===== config.mk =====
export PLATFORM = sky130hd
export DESIGN_NAME = mem_arbiter
export DESIGN_NICKNAME = d
export VERILOG_FILES = /design/src/rtl/mem_arbiter.sv
export SDC_FILE = /design/constraint.sdc
export NUM_CORES = 1
export LEC_CHECK = 0
export CORE_UTILIZATION = 26
export CTS_BUF_LIST = sky130_fd_sc_hd__clkbuf_4
export DETAILED_ROUTE_END_ITERATION = 16
export PLACE_DENSITY = 0.76
export REMOVE_ABC_BUFFERS = 1
export SYNTH_ARGS = -nofsm -noshare
export SYNTH_HDL_FRONTEND = slang
export SYNTH_SLANG_ARGS = --single-unit

===== constraint.sdc =====
create_clock -name clk -period 1.88 [get_ports clk]
set_clock_uncertainty 0.1 [all_clocks]
set_input_delay 0.376 -clock clk [delete_from_list [all_inputs] [get_ports clk]]
set_output_delay 0.376 -clock clk [all_outputs]
set_load 0.1 [all_outputs]

===== src/rtl/mem_arbiter.sv =====
// Two-client arbiter sharing a pipelined fixed-latency memory between icache and dcache miss ports.
// Define ARB_ROUND_ROBIN_EN for round-robin on simultaneous requests (default: icache priority).
module mem_arbiter #(
    parameter int DATA_W  = 16,
    parameter int ADDR_W  = 16,
    parameter int MEM_LAT = 4,
    parameter int CNT_W   = 3
) (
    input  logic              clk,
    input  logic              rst,

    input  logic              i_ren,
    input  logic              i_wen,
    input  logic [ADDR_W-1:0] i_addr,
    input  logic [DATA_W-1:0] i_wdata,
    output logic [DATA_W-1:0] i_rdata,
    output logic              i_data_valid,
    output logic              i_stall,

    input  logic              d_ren,
    input  logic              d_wen,
    input  logic [ADDR_W-1:0] d_addr,
    input  logic [DATA_W-1:0] d_wdata,
    output logic [DATA_W-1:0] d_rdata,
    output logic              d_data_valid,
    output logic              d_stall,

    output logic [ADDR_W-1:0] mem_addr,
    output logic [DATA_W-1:0] mem_wdata,
    output logic              mem_ren,
    output logic              mem_wen,
    input  logic [DATA_W-1:0] mem_rdata,
    input  logic              mem_data_valid
);

    typedef enum logic [1:0] {
        IDLE,
        GNT_I,
        GNT_D,
        DRAIN
    } state_t;

    // A full read pipeline never holds more than MEM_LAT reads after the update.
    localparam logic [CNT_W-1:0] OUTST_MAX = CNT_W'(MEM_LAT);

    state_t           state_q, state_d;
    logic             owner_q, owner_d;
    logic             last_q, last_d;
    logic [CNT_W-1:0] outst_q, outst_d;

    logic i_req;
    logic d_req;
    logic pick_dc;
    logic rd_retire;

    assign i_req = i_ren | i_wen;
    assign d_req = d_ren | d_wen;

`ifdef ARB_ROUND_ROBIN_EN
    assign pick_dc = (i_req && d_req) ? ~last_q : ~i_req;
`else
    assign pick_dc = ~i_req;
`endif

    // Returns with nothing outstanding are dropped rather than underflowing.
    assign rd_retire = mem_data_valid && (outst_q != '0);

    always_ff @(posedge clk or posedge rst) begin
        if (rst) begin
            state_q <= IDLE;
            owner_q <= 1'b0;
            last_q  <= 1'b1;
            outst_q <= '0;
        end else begin
            state_q <= state_d;
            owner_q <= owner_d;
            last_q  <= last_d;
            outst_q <= outst_d;
            assert (!(mem_data_valid && (outst_q == '0)));
            assert (outst_q <= OUTST_MAX);
            assert (!((state_q == GNT_I) || (state_q == GNT_D)) || (last_q == owner_q));
        end
    end

    always_comb begin
        outst_d = outst_q;
        if (mem_ren && !rd_retire) begin
            outst_d = outst_q + CNT_W'(1);
        end else if (!mem_ren && rd_retire) begin
            outst_d = outst_q - CNT_W'(1);
        end
    end

    always_comb begin
        state_d = state_q;
        owner_d = owner_q;
        last_d  = last_q;
        case (state_q)
            IDLE: begin
                if (i_req || d_req) begin
                    state_d = pick_dc ? GNT_D : GNT_I;
                    owner_d = pick_dc;
                    last_d  = pick_dc;
                end
            end
            GNT_I: begin
                if (!i_req) begin
                    state_d = (outst_d != '0) ? DRAIN : IDLE;
                end
            end
            GNT_D: begin
                if (!d_req) begin
                    state_d = (outst_d != '0) ? DRAIN : IDLE;
                end
            end
            DRAIN: begin
                if (outst_d == '0) begin
                    state_d = IDLE;
                end
            end
            default: state_d = IDLE;
        endcase
    end

    always_comb begin
        mem_addr  = '0;
        mem_wdata = '0;
        mem_ren   = 1'b0;
        mem_wen   = 1'b0;
        case (state_q)
            GNT_I: begin
                mem_addr  = i_addr;
                mem_wdata = i_wdata;
                mem_ren   = i_ren;
                mem_wen   = i_wen;
            end
            GNT_D: begin
                mem_addr  = d_addr;
                mem_wdata = d_wdata;
                mem_ren   = d_ren;
                mem_wen   = d_wen;
            end
            default: ;
        endcase

        // Held to zero while reset is asserted, even with a client still requesting.
        i_stall      = !rst && i_req && (state_q != GNT_I);
        d_stall      = !rst && d_req && (state_q != GNT_D);
        i_rdata      = (!rst && !owner_q) ? mem_rdata : '0;
        d_rdata      = (!rst &&  owner_q) ? mem_rdata : '0;
        i_data_valid = !rst && !owner_q && rd_retire;
        d_data_valid = !rst &&  owner_q && rd_retire;
    end

endmodule


# Word level (Yosys, flattened, before mapping)
# Index checks and enable logic that the tools add are counted.
[op_classes] reduce_logical=22 eq_ne=9 muxes=15 add_sub_neg=2 n_bitwise=3
[op_table] cell="16-bit case mux with 2 select lines" count=2
[op_table] cell="16-bit 2-to-1 mux" count=2
[op_table] cell="2-bit 2-to-1 mux" count=6
[op_table] cell="1-bit logical AND" count=11
[op_table] cell="2-bit inequality test (second input constant)" count=5
[op_table] cell="2-bit case mux with 4 select lines" count=1
[op_table] cell="3-bit 2-to-1 mux" count=2
[op_table] cell="3-bit nonzero test" count=2
[op_table] cell="2-bit equality test (second input constant)" count=2
[op_table] cell="1-bit zero test" count=4
[op_table] cell="1-bit case mux with 2 select lines" count=2
[op_table] cell="4-bit AND reduction" count=1
[op_table] cell="3-bit by 1-bit adder with 3-bit output (second input constant)" count=1
[op_table] cell="3-bit zero test" count=1
[op_table] cell="3-bit by 1-bit subtractor with 3-bit output (second input constant)" count=1
[op_table] cell="2-bit by 1-bit equality test with 1-bit output (second input constant)" count=1
[op_table] cell="2-bit zero test" count=1
[op_table] cell="2-bit by 1-bit inequality test with 1-bit output (second input constant)" count=1
[op_table] cell="1-bit OR" count=2
[op_table] cell="2-bit AND reduction" count=1
[op_table] cell="1-bit logical OR" count=1
[op_table] cell="1-bit inverter" count=1
[totals] elab_cells=54 input_bits=87 output_inout_bits=70 ff_bits=6

# Longest topological paths before layout
# Gate-level depths: netlist of the first run.
[depth] ltp_word=10 mapped_depth=9

# Worst setup path after synthesis of the first run
# Ideal clock, no wire load.
[synth_path] path_kind="register to output" start="register state_q[0]" end="output d_stall" path_buffers=2 stages_incl_launch_ff=6 path_slack_ns=-1.806 t_arrival_ns=3.210 cell_sequence="dfrtp_1 inv_1 ha_1 buf_6 clkbuf_1 nor3b_1"
[synth_between] elab_chain_len=2
[synth_lines] item="start, declared" line="46" source="state_t state_q, state_d;"
[synth_lines] item="start signal, assigned" line="75" source="state_q <= state_d;"
[synth_lines] item="2-bit inequality test" line="148" source="d_stall = !rst && d_req && (state_q != GNT_D);"
[synth_lines] item="1-bit logical AND" line="148"
[synth_lines] item="end, declared" line="26" source="output logic d_stall,"
# Every way passes these cells.

# Worst setup path after layout of the first run
[layout_path] start="register state_q[0]" end="output mem_addr[0]"
[layout_between] elab_chain_len=2
[layout_lines] item="2-bit equality test or 2-bit by 1-bit equality test with 1-bit output (tied branches)" line="130" source="case (state_q)"
[layout_lines] item="16-bit case mux with 2 select lines *" line="130"
[layout_lines] item="end, declared" line="28" source="output logic [ADDR_W-1:0] mem_addr,"
# Every way passes the cells marked *; elsewhere a longest branch is shown, timed or not.

==> results of run 1 <==
[state kept, by name (all words and copies together), names as in the netlist]
name	count
outst_q	3
state_q	2
owner_q	1
[logic make-up after synthesis]
| family | after synthesis | share of synthesized area (%) |
|---|---|---|
| buffers and inverters | 22 | 6.88 |
| flip-flops | 6 | 10.9 |
| multiplexers | 5 | 3.98 |
| adder cells (fa/ha/maj) | 8 | 7.24 |
| XOR/XNOR | 2 | 1.27 |
| AND/OR/NAND/NOR | 91 | 41.1 |
| AO/OA/AOI/OAI | 48 | 28.7 |
[worst max-delay path, stage by stage, from the launching register on]
cell,delay [ns]
dfrtp_1,0.41
inv_2,0.11
ha_4,0.22
buf_12,0.16
a22oi_1,0.34
nor2b_2,0.12
buf_12,0.18
[timing repair]
| item | CTS | global route |
|---|---|---|
| pin swaps | 8 | 19 |
| endpoints found under the setup margin | 72 | 71 |
| cloned | 3 | 4 |
| hold endpoints to repair | 0 | 0 |
| hold buffers | 0 | 0 |
| buffers inserted | 11 | 3 |
| resized for setup | 119 | 35 |
[per-stage QoR]
stage	utilization, %	hold slack [ns]
3_3_place_gp	77.2	0.468
2_1_floorplan	-	0.0670
5_1_grt	92.8	0.186
6_report	92.8	0.148
3_5_place_dp	77.2	0.477
4_1_cts	88.7	0.291
[cell usage in the layout, fill, tap and decap left out, drive strengths merged, types with 3 or more instances in the layout]
cell and instances:
o211ai 4, buf 118, mux2i 4, and2 33, dfrtp 6, a22oi 33, nor2b 36, ha 8
clkbuf 7, nand3 3, nor2 5, clkdlybuf4s50 83, inv 8
[per-layer routing]
metal | track usage [%] | share of wire, % | vias to the layer above
met5 | 0 | 0 | -
met4 | 17.2 | 5.2 | 0
met3 | 9.10 | 9.3 | 51
met2 | 64.0 | 50 | 172
met1 | 36.0 | 36 | 1262
li1 | - | - | 1040
[final timing paths]
check / start / end / slack [ns] / depth (start not counted)
max: state_q[0]$_DFFE_PP0P_ / mem_addr[0] / -0.43 / 6
min: rst / state_q[0]$_DFFE_PP0P_ / 0.15 / 3
max reg2reg: state_q[0]$_DFFE_PP0P_ / state_q[0]$_DFFE_PP0P_ / -0.30 / 7
min reg2reg: outst_q[1]$_DFF_PP0_ / outst_q[1]$_DFF_PP0_ / 0.57 / 3
max in group asynchronous: rst / state_q[1]$_DFFE_PP0P_ / 1.32 / 3
min in group clk: outst_q[1]$_DFF_PP0_ / outst_q[1]$_DFF_PP0_ / 0.57 / 3
[layout make-up]
class	instances	area, µm²
Clock buffer	3	22.5
Fill cell	148	367
Inverter	8	32.5
Multi-Input combinational cell	154	1610
Sequential cell	6	150
Tap cell	70	87.6
Timing Repair Buffer	207	2840
==> results.json, run 1 <==
{
  "status": "complete, but fails checks",
  "violations": "setup timing",
  "rows": 26,
  "clock_latency_ns": 0.27,
  "start_util_pct": 27.1,
  "ys_ff_latch": 6,
  "hold_class": "in2async",
  "fin_cells": 448,
  "placed_cells": 424,
  "dieWidth_um": 74.9,
  "synth_area_um2": 1380,
  "cts.clk_slew.worst_paths_ns": 0.05,
  "antenna_cells": 0,
  "grt_pass1_wl_mm": 14.1,
  "slew-limit-headroom_pct": 75.6,
  "avgSynthCellArea_um2": 7.60,
  "fin_ws_ns": -0.433,
  "async_flop_share_pct": 100,
  "place.gp.congestion": 0.806,
  "synth_ff_type": "dfrtp_1",
  "grt_start_max_net_pins": 27,
  "fin_crit_sh_pct": 123,
  "grt_pass1_vias": 2413,
  "post_drt_via_cell_ratio": 5.64,
  "cp-start-kind": "flip-flop",
  "nNetsFinal": 475,
  "drc": 0,
  "rsz0062_at_grt": "true",
  "port-buffer-count": 156,
  "ios": 157,
  "synthCells": 182,
  "fin_area_um2": 4740,
  "cp_max_fo": 9,
  "synth_warnings": 0,
  "clockBufferDepth": 2,
  "num_vias": 2525,
  "crit_type": "reg2out",
  "ys_types": 38,
  "finalMaxSlewViolations": 0,
  "setup-violations-final": 66,
  "yosys-top-cells-area": "a22oi_1, nor2b_1, and2_1",
  "required_ns": 1.40,
  "die_y_um": 74.9,
  "synth.top_cell.area_share_pct": 17.9,
  "max_freq_ghz": 0.432,
  "dieArea_um2": 5610,
  "synth_commonest_cells": "nor2b_1, a22oi_1, and2_1, clkbuf_1",
  "fin_setup_tns_ns": -14.05,
  "core-area_um2": 5110,
  "hold_viol_final": 0,
  "ys_seq_area_share_pct": 10.9,
  "yosysMostFrequentCell": "nor2b_1",
  "critPathArrivalTime_ns": 1.84,
  "fin_crit_ns": 2.31,
  "endpoint_kind": "primary output",
  "synth_top_area_cell": "a22oi_1",
  "cts_tree": "done",
  "maxCapViolCount": 0,
  "area_delta_synth_final_pct": 243,
  "routed_wl_mm": 12.1,
  "root_buffer": "clkbuf_4",
  "place_ws_ns": -0.311,
  "antenna_found_initial": 0,
  "drive_gt1_share_pct": 63.0,
  "place_area_um2": 3940,
  "max_slew.worst_pin.slew_ns": 0.366,
  "ant_nets": 0,
  "drt-initial-drc-count": 171,
  "firstDrtPassIters": 4,
  "dpl.hpwl_mm": 5.97,
  "grt.overflow.total": 0,
  "ctsHtreeMaxLevel": 1,
  "synth-edff-count": 0,
  "cts.sinks": 6,
  "grtUsageTotal_pct": 34.6,
  "cts_made_buffers": 3,
  "wl_per_cell_um": 27.0
}
Power of run 1 is left out: the tool's default activity adds up to more than one toggle a clock period on the data nets, which glitch-free logic cannot reach.
==> run 2: changes to the inputs <==
GPL_ROUTABILITY_DRIVEN = 0   (was not set)
==> results of run 2 <==
The final DEF is identical to that of run 1; final timing and power are the same.
Power of run 2 is left out for the same reason.
==> run 3: changes to the inputs <==
CORE_UTILIZATION = 28   (was 26)
PLACE_DENSITY = 0.78   (was 0.76)
SKIP_CTS_REPAIR_TIMING = 1   (was not set)
TNS_END_PERCENT = 10   (was not set)
clock period = 2.4 ns   (was 1.88 ns; I/O delays follow)
==> results.json, run 3 (synthesis results as in run 1) <==
{
  "top_register": "outst_q",
  "dieArea_um2": 5220,
  "finalMaxSlewViolations": 0,
  "dieWidth_um": 72.3,
  "antenna_cells": 0,
  "grtUsageTotal_pct": 24.8,
  "max_freq_ghz": 0.426,
  "crit_type": "reg2out",
  "drc": 0,
  "ios": 157,
  "fin_setup_tns_ns": 0,
  "top_regs": "outst_q (3), state_q (2), owner_q (1)",
  "slew-limit-headroom_pct": 68.7,
  "final_cell_mix": "clkdlybuf4s50_1, buf_12, a22oi_1, and2_1, nor2b_1",
  "maxCapViolCount": 0,
  "wl_per_cell_um": 16.7,
  "die_y_um": 72.3,
  "grt_pass1_wl_mm": 10.1,
  "fin_crit_ns": 2.34,
  "clock_latency_ns": 0.26,
  "grt_start_max_net_pins": 38,
  "cp_max_fo": 5,
  "hold_class": "reg2reg",
  "cts.clk_slew.worst_paths_ns": 0.05,
  "area_delta_synth_final_pct": 179,
  "placed_cells": 404,
  "ant_nets": 0,
  "dpl.hpwl_mm": 5.71,
  "cp-start-kind": "flip-flop",
  "nNetsFinal": 438,
  "routed_wl_mm": 6.81,
  "hold_viol_final": 0,
  "status": "complete, no violations",
  "critPathArrivalTime_ns": 1.76,
  "cts.sinks": 6,
  "start_util_pct": 29.3,
  "required_ns": 1.82,
  "max_slew.worst_pin.slew_ns": 0.465,
  "setup-violations-final": 0,
  "firstDrtPassIters": 4,
  "clockBufferDepth": 2,
  "cts_made_buffers": 3,
  "post_drt_via_cell_ratio": 4.88,
  "drive_gt1_share_pct": 32.8,
  "rows": 25,
  "final_common_cell": "clkdlybuf4s50_1",
  "ctsHtreeMaxLevel": 1,
  "endpoint_kind": "primary output",
  "num_vias": 1990,
  "grt.overflow.total": 0,
  "root_buffer": "clkbuf_4",
  "drt-initial-drc-count": 83,
  "largest_reg_flops": 3,
  "fin_cells": 408,
  "grt_pass1_vias": 1888,
  "port-buffer-count": 156,
  "core-area_um2": 4720,
  "antenna_found_initial": 0,
  "fin_crit_sh_pct": 97.7,
  "cts_tree": "done"
}
run 3: per-stage QoR:
stage                     hold slack (ns)  util [%]  setup slack, ns  instance area [µm²]
final                               0.513      81.5           0.0550                 3850
after global routing                0.535      81.5          -0.0332                 3850
after CTS                           0.521      80.4           -0.106                 3800
after detailed placement            0.503      79.9           0.0731                 3770
after global placement              0.461      79.9            0.123                 3770
after floorplan                     0.171         -            -1.45                 1320
run 3: worst max-delay path, cell delays in order (launching register included):
cell and delay [ns]:
dfrtp_1 0.41, inv_1 0.11, ha_1 0.21, ha_1 0.21, nand2b_4 0.18, nor3_2 0.18, buf_12 0.21
run 3: area by class of cell:
type / instances / area, µm²
clock buffer: 3 / 22.5
fill: 287 / 872
inverter: 8 / 30.0
multi-input combinational: 154 / 1170
sequential: 6 / 150
tap: 67 / 83.8
timing repair buffer: 170 / 2390
run 3: metal layers:
metal / track usage (%) / vias to the layer above / share of wire (%) / routed length (µm)
met3: 3.61 / 15 / 5.7 / 387
met2: 46.7 / 75 / 55 / 3770
met1: 28.3 / 933 / 37 / 2540
met4: 8.28 / 0 / 1.7 / 118
met5: 0 / - / 0 / 0
li1: - / 967 / - / -
run 3: worst paths after layout:
path	startpoint	to	slack [ns]	cells after the start
setup / recovery	outst_q[0]$_DFF_PP0_	i_data_valid	0.06	6
hold / removal	outst_q[1]$_DFF_PP0_	outst_q[1]$_DFF_PP0_	0.51	2
setup reg to reg	outst_q[0]$_DFF_PP0_	state_q[1]$_DFFE_PP0P_	0.19	8
hold reg to reg	outst_q[1]$_DFF_PP0_	outst_q[1]$_DFF_PP0_	0.51	2
max in group asynchronous	rst	outst_q[1]$_DFF_PP0_	1.44	3
min in group asynchronous	rst	state_q[0]$_DFFE_PP0P_	0.56	3
Power of run 3 is left out for the same reason.
